$ cat src/rtl/lsu_pkg.sv
// Shared definitions for the load/store alignment controller: funct3 codes,
// FSM states and access-width decoding.
package lsu_pkg;

  localparam logic [2:0] F3_B  = 3'b000;
  localparam logic [2:0] F3_H  = 3'b001;
  localparam logic [2:0] F3_W  = 3'b010;
  localparam logic [2:0] F3_BU = 3'b100;
  localparam logic [2:0] F3_HU = 3'b101;

  typedef enum logic {
    IDLE   = 1'b0,
    SECOND = 1'b1
  } lsu_state_e;

  // Access width in bytes; the unsigned variants share the low two bits.
  function automatic logic [2:0] f3_width(input logic [2:0] f3);
    case (f3[1:0])
      2'b00:   return 3'd1;
      2'b01:   return 3'd2;
      default: return 3'd4;
    endcase
  endfunction

  function automatic logic f3_illegal(input logic [2:0] f3, input logic is_store);
    if (is_store) return f3[2] || (f3[1:0] == 2'b11);
    else          return (f3 == 3'b011) || (f3[2:1] == 2'b11);
  endfunction

endpackage

$ cat src/rtl/lsu_align_ctrl_if.sv
// Core-side request/response bus between the execute stage and the alignment
// controller. The core is the master, the controller the slave.
interface lsu_align_ctrl_if;
  logic        req;
  logic        we;
  logic [2:0]  funct3;
  logic [31:0] addr;
  logic [31:0] wdata;
  logic [31:0] rdata;
  logic        stall;
  logic        fault;

  modport master (
    output req, we, funct3, addr, wdata,
    input  rdata, stall, fault
  );

  modport slave (
    input  req, we, funct3, addr, wdata,
    output rdata, stall, fault
  );
endinterface

$ cat src/rtl/lsu_byte_lane.sv
// Combinational byte steering: load extract/extend from a 64-bit window
// (STORE=0) or byte-masked merge of a new word into an old one (STORE=1).
module lsu_byte_lane
  import lsu_pkg::*;
#(
  parameter bit STORE = 1'b0
) (
  input  logic [63:0] window,
  input  logic [1:0]  off,
  input  logic [2:0]  funct3,
  input  logic [31:0] old_word,
  input  logic [31:0] new_word,
  input  logic [3:0]  mask,
  output logic [31:0] result
);

  if (STORE) begin : g_merge
    always_comb begin
      for (int i = 0; i < 4; i++)
        result[8*i +: 8] = mask[i] ? new_word[8*i +: 8] : old_word[8*i +: 8];
    end
  end else begin : g_extract
    logic [63:0] shifted;
    assign shifted = window >> {off, 3'b000};

    always_comb begin
      case (funct3)
        F3_B:    result = {{24{shifted[7]}}, shifted[7:0]};
        F3_BU:   result = {24'h0, shifted[7:0]};
        F3_H:    result = {{16{shifted[15]}}, shifted[15:0]};
        F3_HU:   result = {16'h0, shifted[15:0]};
        default: result = shifted[31:0];
      endcase
    end
  end

endmodule

$ cat src/rtl/lsu_align_ctrl.sv
// Load/store alignment controller in front of a word-indexed data memory.
// Sub-word stores are read-modify-write; straddling accesses take two cycles.
module lsu_align_ctrl
  import lsu_pkg::*;
#(
  parameter int AW               = 10,
  parameter bit ALLOW_MISALIGNED = 1'b1
) (
  input  logic              clk,
  input  logic              rst,
  lsu_align_ctrl_if.slave   bus,
  output logic [AW-1:0]     mem_addr,
  output logic              mem_we,
  output logic [31:0]       mem_wd,
  input  logic [31:0]       mem_rd
);

  lsu_state_e  state, state_nxt;
  logic [31:0] lo_q;
  logic        lo_capture;

  logic [1:0]    off;
  logic [2:0]    width;
  logic [AW-1:0] word;
  logic          straddle;
  logic          fault_c;
  logic          in_second;

  assign off       = bus.addr[1:0];
  assign width     = f3_width(bus.funct3);
  assign word      = bus.addr[AW+1:2];
  assign straddle  = ({1'b0, off} + width) > 3'd4;
  assign in_second = (state == SECOND);

  // Checked only on entry; in SECOND the core holds the inputs already vetted.
  assign fault_c = bus.req && !in_second &&
                   (f3_illegal(bus.funct3, bus.we) ||
                    (|bus.addr[31:AW+2]) ||
                    (straddle && (!ALLOW_MISALIGNED || (&word))));
  assign bus.fault = rst && fault_c;

  // Store bytes laid out across the two-word span starting at the low word.
  logic [3:0]  width_mask;
  logic [7:0]  mask64;
  logic [63:0] data64;

  always_comb begin
    case (width)
      3'd1:    width_mask = 4'b0001;
      3'd2:    width_mask = 4'b0011;
      default: width_mask = 4'b1111;
    endcase
  end

  assign mask64 = {4'b0000, width_mask} << off;
  assign data64 = {32'h0, bus.wdata} << {off, 3'b000};

  logic [31:0] load_ext;

  lsu_byte_lane #(.STORE(1'b0)) u_load_lane (
    .window   (in_second ? {mem_rd, lo_q} : {32'h0, mem_rd}),
    .off      (off),
    .funct3   (bus.funct3),
    .old_word (32'h0),
    .new_word (32'h0),
    .mask     (4'b0000),
    .result   (load_ext)
  );

  lsu_byte_lane #(.STORE(1'b1)) u_store_lane (
    .window   (64'h0),
    .off      (2'b00),
    .funct3   (3'b000),
    .old_word (mem_rd),
    .new_word (in_second ? data64[63:32] : data64[31:0]),
    .mask     (in_second ? mask64[7:4]   : mask64[3:0]),
    .result   (mem_wd)
  );

  // NOTE: every output of this block gets a default first so no path leaves
  // one unassigned, which would otherwise infer a latch.
  always_comb begin
    state_nxt  = state;
    mem_addr   = word;
    mem_we     = 1'b0;
    bus.stall  = 1'b0;
    bus.rdata  = 32'h0;
    lo_capture = 1'b0;

    if (!rst) begin
      mem_addr = '0;
    end else begin
      case (state)
        IDLE: begin
          if (bus.req && !fault_c) begin
            mem_we = bus.we;
            if (straddle) begin
              bus.stall  = 1'b1;
              lo_capture = !bus.we;
              state_nxt  = SECOND;
            end else if (!bus.we) begin
              bus.rdata = load_ext;
            end
          end
        end
        SECOND: begin
          mem_addr  = word + AW'(1);
          state_nxt = IDLE;
          // A dropped req here is a pipeline flush: the high half is abandoned.
          if (bus.req) begin
            mem_we = bus.we;
            if (!bus.we) bus.rdata = load_ext;
          end
        end
        default: state_nxt = IDLE;
      endcase
    end
  end

  // NOTE: state registers use non-blocking assignments so every flop samples
  // pre-edge values regardless of block evaluation order.
  always_ff @(posedge clk or negedge rst) begin
    if (!rst) begin
      state <= IDLE;
      lo_q  <= 32'h0;
    end else begin
      state <= state_nxt;
      if (lo_capture) lo_q <= mem_rd;
    end
  end

endmodule

$ cat src/flat_wrapper.sv
// flat-port wrapper written by rule: the top's interface ports become plain ports
module lsu_align_ctrl_flat import lsu_pkg::*;
#(
  parameter int AW               = 10,
  parameter bit ALLOW_MISALIGNED = 1'b1
)
  (clk, rst, mem_addr, mem_we, mem_wd, mem_rd, bus_req, bus_we, bus_funct3, bus_addr, bus_wdata, bus_rdata, bus_stall, bus_fault);
  lsu_align_ctrl_if bus_i ();
  input  logic clk;
  input  logic rst;
  output logic [AW-1:0] mem_addr;
  output logic mem_we;
  output logic [31:0] mem_wd;
  input  logic [31:0] mem_rd;
  input wire logic [$bits(bus_i.req)-1:0] bus_req;
  input wire logic [$bits(bus_i.we)-1:0] bus_we;
  input wire logic [$bits(bus_i.funct3)-1:0] bus_funct3;
  input wire logic [$bits(bus_i.addr)-1:0] bus_addr;
  input wire logic [$bits(bus_i.wdata)-1:0] bus_wdata;
  output wire logic [$bits(bus_i.rdata)-1:0] bus_rdata;
  output wire logic [$bits(bus_i.stall)-1:0] bus_stall;
  output wire logic [$bits(bus_i.fault)-1:0] bus_fault;
  assign bus_i.req = bus_req;
  assign bus_i.we = bus_we;
  assign bus_i.funct3 = bus_funct3;
  assign bus_i.addr = bus_addr;
  assign bus_i.wdata = bus_wdata;
  assign bus_rdata = bus_i.rdata;
  assign bus_stall = bus_i.stall;
  assign bus_fault = bus_i.fault;
  lsu_align_ctrl #(.AW(AW), .ALLOW_MISALIGNED(ALLOW_MISALIGNED)) u_core (.clk(clk), .rst(rst), .bus(bus_i), .mem_addr(mem_addr), .mem_we(mem_we), .mem_wd(mem_wd), .mem_rd(mem_rd));
endmodule
$ cat config.mk
export PLATFORM = sky130hd
export DESIGN_NAME = lsu_align_ctrl_flat
export DESIGN_NICKNAME = d
export VERILOG_FILES = /design/src/rtl/lsu_pkg.sv /design/src/rtl/lsu_align_ctrl_if.sv /design/src/rtl/lsu_byte_lane.sv /design/src/rtl/lsu_align_ctrl.sv /design/src/flat_wrapper.sv
export SDC_FILE = /design/constraint.sdc
export NUM_CORES = 1
export LEC_CHECK = 0
export CAP_MARGIN = 0
export CELL_PAD_IN_SITES_DETAIL_PLACEMENT = 0
export CELL_PAD_IN_SITES_GLOBAL_PLACEMENT = 1
export CORE_ASPECT_RATIO = 0.8
export CORE_MARGIN = 5
export CORE_UTILIZATION = 29
export DETAILED_ROUTE_END_ITERATION = 16
export PLACE_DENSITY = 0.76
export RECOVER_POWER = 100
export SLEW_MARGIN = 25
export SYNTH_ARGS = -nofsm -noshare
export SYNTH_HDL_FRONTEND = slang
export SYNTH_SLANG_ARGS = --single-unit
$ cat constraint.sdc
create_clock -name clk -period 3.45 [get_ports clk]
set_input_delay 0.69 -clock clk [delete_from_list [all_inputs] [get_ports clk]]
set_output_delay 0.69 -clock clk [all_outputs]
set_load 0.01 [all_outputs]
==> impl_metrics.json, run 1 <==
{
  "synth_seq_cells": 33,
  "cts_sinks": 33,
  "tightest_slew_ns": 0.843,
  "clk_pin_slew_worst_paths_ns": 0.06,
  "synth_xor_area_frac": 0.0181,
  "finalCriticalPeriod_ns": 3.54,
  "final_cell_mix": "clkdlybuf4s50_1, buf_4, mux2i_1, mux2_2, nor2_1",
  "first_pass_iters": 5,
  "dieArea_um2": 17600,
  "critPathTopFamily": "compound AO/OA/AOI/OAI gates",
  "holdPathStages": 1,
  "setup_slack_ns": -0.0920,
  "synth_top_family_by_area": "multiplexers",
  "grt_setup_unrepaired": "true",
  "worstRegToRegCells": 5,
  "intPower_w": 0.00108,
  "grt_max_degree": 38,
  "std_cell_rows": 40,
  "synth.cell_area_um2": 4370,
  "status": "complete, but fails checks",
  "cap_viol_max_count": 0,
  "finalCritPeriodShare": 1.03,
  "drive_above_1_share": 0.341,
  "cts_inserted_buffers": 5,
  "fmax_mhz": 282,
  "io_buffers": 179,
  "synthAdderAreaFrac": 0.0132,
  "place.gp.congestion": 0.865,
  "tns_ns": -1.16,
  "ys_top_cells_by_area": "dfrtp_1, mux2_2, mux2i_1",
  "async_flop_share": 1.00,
  "antenna_found_initial": 1,
  "htree_levels": 2,
  "violations": "setup timing",
  "synthFlopType": "dfrtp_1",
  "drtIter0Drc": 394,
  "p_seq_frac": 0.244,
  "relSlewSlack": 0.438,
  "final_common_cell": "clkdlybuf4s50_1",
  "clk_latency_ns": 0.28,
  "yosysSeqAreaShare": 0.189,
  "synthSimpleGateAreaFrac": 0.134,
  "drv_slew": 0,
  "grt_pass1_wl_um": 32300,
  "place_hpwl_um": 14700,
  "antenna_left": 0,
  "wl_per_cell_um": 22.6,
  "grt_pass1_vias": 5460,
  "cts_buffer_depth": 2,
  "holdWs_ns": 0.505,
  "grt_overflow": 0,
  "worstPathRequired_ns": 2.76,
  "p_leak_nw": 3.31,
  "route.detailed.drc": 0,
  "viasPerCell": 5.61,
  "syn-num-nets": 621,
  "nNetsFinal": 850,
  "yosysTopAreaCell": "dfrtp_1",
  "wl_um": 21000,
  "endpoint_kind": "primary output",
  "grt_util_all_layers": 0.230,
  "multi_input_area_um2": 3480,
  "die_w_um": 147,
  "io_pins": 180,
  "synthMuxAreaShare": 0.339,
  "synth_edf_count": 0,
  "fillers": 1434,
  "ctsHoldBuffers": 0,
  "cp_data_arrival_time_ns": 2.85,
  "clock_tree.root_cell": "clkbuf_16",
  "setup_viol": 16,
  "cts_tree": "done",
  "cpPeakStageDelay_ns": 0.54,
  "crit_buf_inv": 4,
  "yosysWarnings": 0,
  "netlist.area_leader.share": 0.189,
  "critical_path.cell_chain": "buf_8 -> nor2_4 -> ha_4 -> inv_2 -> fa_2 -> a21oi_2 -> o41a_1 -> a31o_4 -> buf_8 -> a21oi_2 -> buf_2",
  "num_vias": 5229,
  "swShare": 0.319,
  "synth_cells": 514,
  "start_kind": "primary input",
  "postSynthAreaPerCell_um2": 8.49,
  "seqCellArea_um2": 827,
  "netSwitchingPower_w": 0.000506,
  "hold_violations": 0,
  "ys_types": 54,
  "areaGrowthSynthToFinish_pct": 66.2,
  "p_per_area_nw_per_um2": 219,
  "diodes": 0,
  "core_area_um2": 14900,
  "fp.dieH_um": 120,
  "p_clk_frac": 0.323,
  "finalClockSkew_ns": 0.00550,
  "irDropWorstVdd_uv": 181,
  "criticalPathCategory": "primary input to primary output",
  "cp_num_cells": 11,
  "synth_compound_area_frac": 0.240,
  "cpMaxStageDelayCell": "fa_2",
  "p_comb_frac": 0.433,
  "start_util": 0.293,
  "cp_max_fo": 4,
  "hp-class": "flop to flop"
}
-- final timing paths --
| check | from | endpoint | slack (ns) |
|---|---|---|---|
| setup / recovery | bus_funct3[1] | bus_rdata[22] | -0.09 |
| hold / removal | u_core.lo_q[4] | u_core.lo_q[4] | 0.51 |
| setup reg to reg | u_core.in_second | u_core.lo_q[30] | 1.08 |
| hold reg to reg | u_core.lo_q[4] | u_core.lo_q[4] | 0.51 |
| max in group asynchronous | rst | u_core.in_second | 2.32 |
| min in group asynchronous | rst | u_core.lo_q[23] | 0.75 |
-- synth_stat cells, drive strengths merged, types with 10 or more instances --
master   n
a211oi  15
a21oi   47
a22oi   16
buf     29
clkbuf  17
dfrtp   33
inv     12
mux2    64
mux2i   58
nand2   41
nor2    51
nor2b   10
o21ai   23
-- power groups by stage --
stage               clock [W]  sequential (W)  combinational, W
finish               0.000512        0.000387          0.000688
CTS                  0.000519        0.000387          0.000672
global route         0.000533        0.000387          0.000731
floorplan                   0        0.000394          0.000283
detailed placement          0        0.000394          0.000653
global placement            0        0.000394          0.000647
-- layer usage --
layer | share of wire | global-route usage | vias to the layer above
met4 | 0.011 | 0.0349 | 0
met2 | 0.46 | 0.375 | 204
met5 | 0 | 0 | -
met3 | 0.056 | 0.0400 | 18
li1 | - | - | 2380
met1 | 0.47 | 0.325 | 2627
-- per-stage QoR --
stage | area (µm²) | std cells | setup WS (ns) | utilization | total power (W)
after floorplan | 4370 | 514 | 0.0174 | - | 0.000677
after global placement | 6670 | 899 | -0.768 | 0.447 | 0.00104
after detailed placement | 6670 | 899 | -0.868 | 0.447 | 0.00105
after CTS | 7060 | 929 | -0.203 | 0.474 | 0.00158
after global routing | 7260 | 932 | -0.181 | 0.486 | 0.00165
final | 7260 | 932 | -0.0920 | 0.486 | 0.00159
-- timing repair --
| item | CTS | global route |
|---|---|---|
| setup buffers | 20 | 3 |
| cloned | 3 | 1 |
| endpoints found under the setup margin | 67 | 58 |
| endpoints found under the hold margin | 0 | 0 |
| gates resized for setup | 202 | 41 |
| pin swaps | 9 | 11 |
-- state kept, by name, summed over array words and instances (netlist names) --
| signal | cells |
|---|---|
| u_core.in_second | 1 |
| u_core.lo_q | 32 |
-- cells by family after synthesis --
group                    count (synthesis)
adder cells (fa/ha/maj)                  4
flip-flops                              33
AND/OR/NAND/NOR                        130
AO/OA/AOI/OAI                          150
buffers and inverters                   58
XOR/XNOR                                 9
multiplexers                           130
-- layout make-up --
type | count | area share
repair buffers | 267 | 0.346
well taps | 189 | 0.0326
flip-flops and latches | 33 | 0.114
clock inverters | 2 | 0.00483
clock buffers | 5 | 0.0172
inverters | 12 | 0.00621
multi-input cells | 424 | 0.479
Note: power is estimated with default switching activity, not from simulation.
==> inputs of run 2 (changes only) <==
Settings changed: CORE_MARGIN 5 to 2.
==> run 2 against run 1 <==
Against the previous run:
- the flow finishes with violations (capacitance limit, slew limit, setup timing)
- clock skew shrank 0.00050 ns
- sequential power is essentially flat
- power grew 2.0%
- count of clock-buffer cells in the layout grew 2
- worst hold slack gained 0.00076 ns
- clock power grew 4%
- fmax is essentially flat
- register-to-register slack gained 0.35 ns
- design area grew 2.7%
- setup slack gained 0.00051 ns
- sequential cell count is the same
- non-clock buffer count grew 20
==> impl_metrics.json, run 2 (synthesis results as in run 1) <==
{
  "nNetsFinal": 870,
  "dieArea_um2": 16100,
  "relSlewSlack": -0.318,
  "final_common_cell": "clkdlybuf4s50_1",
  "clk_latency_ns": 0.28,
  "hp-class": "flop to flop",
  "cts_tree": "done",
  "setup_slack_ns": -0.0915,
  "grt_overflow": 0,
  "clock_tree.root_cell": "clkbuf_16",
  "worstPathRequired_ns": 2.76,
  "drv_slew": 34,
  "largest_reg_flops": 32,
  "finalCriticalPeriod_ns": 3.54,
  "hold_violations": 0,
  "start_kind": "primary input",
  "viasPerCell": 5.58,
  "die_w_um": 141,
  "p_per_area_nw_per_um2": 217,
  "reg2reg_setup_slack_ns": 1.43,
  "std_cell_rows": 40,
  "final_cell_mix": "clkdlybuf4s50_1, buf_4, mux2i_1, mux2_2, nor2_1",
  "wl_per_cell_um": 20.4,
  "post-place-cells": 916,
  "place_hpwl_um": 14200,
  "cp_max_fo": 4,
  "ctsHoldBuffers": 0,
  "antenna_left": 0,
  "place.gp.congestion": 0.893,
  "criticalPathCategory": "primary input to primary output",
  "route.detailed.drc": 0,
  "regMostFlops": "u_core.lo_q",
  "tightest_slew_ns": 1.98,
  "finalNonFillerCells": 953,
  "wl_um": 19500,
  "drtIter0Drc": 400,
  "power.total_w": 0.00162,
  "stdcell_area_um2": 7450,
  "grt_pass1_vias": 5582,
  "start_util": 0.294,
  "cp_data_arrival_time_ns": 2.85,
  "grt_util_all_layers": 0.239,
  "drive_above_1_share": 0.356,
  "grt_setup_unrepaired": "true",
  "io_pins": 180,
  "finish.utilization": 0.501,
  "antenna_found_initial": 0,
  "p_leak_nw": 3.47,
  "status": "complete, but fails checks",
  "core_area_um2": 14900,
  "fp.dieH_um": 114,
  "clk_pin_slew_worst_paths_ns": 0.05,
  "cts_inserted_buffers": 5,
  "fmax_mhz": 282,
  "cap_viol_max_count": 1,
  "tns_ns": -0.477,
  "irDropWorstVdd_uv": 222,
  "grt_max_degree": 51,
  "setup_viol": 13,
  "num_vias": 5320,
  "cts_buffer_depth": 2,
  "cts_sinks": 33,
  "endpoint_kind": "primary output",
  "first_pass_iters": 4,
  "violations": "capacitance limit, slew limit, setup timing",
  "diodes": 0,
  "fillers": 1362,
  "finalCritPeriodShare": 1.03,
  "grt_pass1_wl_um": 30300,
  "finalClockSkew_ns": 0.00500,
  "areaGrowthSynthToFinish_pct": 70.7,
  "io_buffers": 179,
  "dpl-instance-area_um2": 6800,
  "htree_levels": 2
}
run 2: cell types whose count changed in the layout (fill, tap and decap cells not counted), sizes merged:
cell           delta
dlygate4sd2       +6
bufbuf            -1
clkbuf            +5
dlygate4sd3       +3
clkinv            -1
buf              +18
clkdlybuf4s15     +1
clkdlybuf4s50    -16
dlymetal6s2s      +6
run 2: path summary, 6_finish.rpt:
kind,endpoint,startpoint,cells after the start
setup reg to reg,u_core.lo_q[2],u_core.in_second,5
max in group asynchronous,u_core.in_second,rst,3
setup / recovery,bus_rdata[27],bus_funct3[0],12
hold reg to reg,u_core.lo_q[5],u_core.lo_q[5],1
min in group asynchronous,u_core.in_second,rst,3
hold / removal,u_core.lo_q[5],u_core.lo_q[5],1
run 2: timing repair:
item                       4_1_cts  5_1_grt
pin swaps                       11        8
resized for setup              217       54
gates cloned                     2        0
setup buffers                   20        7
hold endpoints to repair         0        0
setup endpoints to repair       67       56
run 2: routing by layer:
metal	vias up	wire length, µm	part of all wire	global-route usage
met2	309	8990	0.46	0.399
met3	28	1760	0.090	0.0495
met4	0	384	0.020	0.0593
met5	-	0	0	0
met1	2565	8360	0.43	0.319
li1	2418	-	-	-
run 2: area by class of cell:
type	instances	area (µm²)	area share
well taps	189	236	0.0317
clock inverters	1	30.0	0.00403
repair buffers	287	2650	0.356
clock buffers	7	143	0.0191
inverters	12	45.0	0.00604
multi-input cells	424	3520	0.472
flip-flops and latches	33	827	0.111
run 2: stage by stage:
| stage | worst slack [ns] | hold WS [ns] |
|---|---|---|
| 3_5_place_dp | -0.826 | 0.495 |
| 4_1_cts | -0.161 | 0.507 |
| 6_report | -0.0915 | 0.506 |
| 2_1_floorplan | 0.0174 | 0.394 |
| 5_1_grt | -0.174 | 0.534 |
| 3_3_place_gp | -0.740 | 0.488 |
run 2: worst max-delay path, cell delays in order:
cell and delay (ns):
buf_8 0.10, nor2_4 0.12, ha_4 0.14, inv_2 0.03, fa_2 0.53, a21oi_2 0.06
o41a_1 0.43, a31o_4 0.28, buf_12 0.13, buf_6 0.11, a21oi_2 0.08, buf_2 0.14
run 2: report_power, final:
group | switching, W | internal, W | total (W)
Sequential | 0.000000000453 | 0.000387 | 0.000387
Combinational | 0.000331 | 0.000369 | 0.000700
Clock | 0.000170 | 0.000361 | 0.000531
Total | 0.000501 | 0.00112 | 0.00162
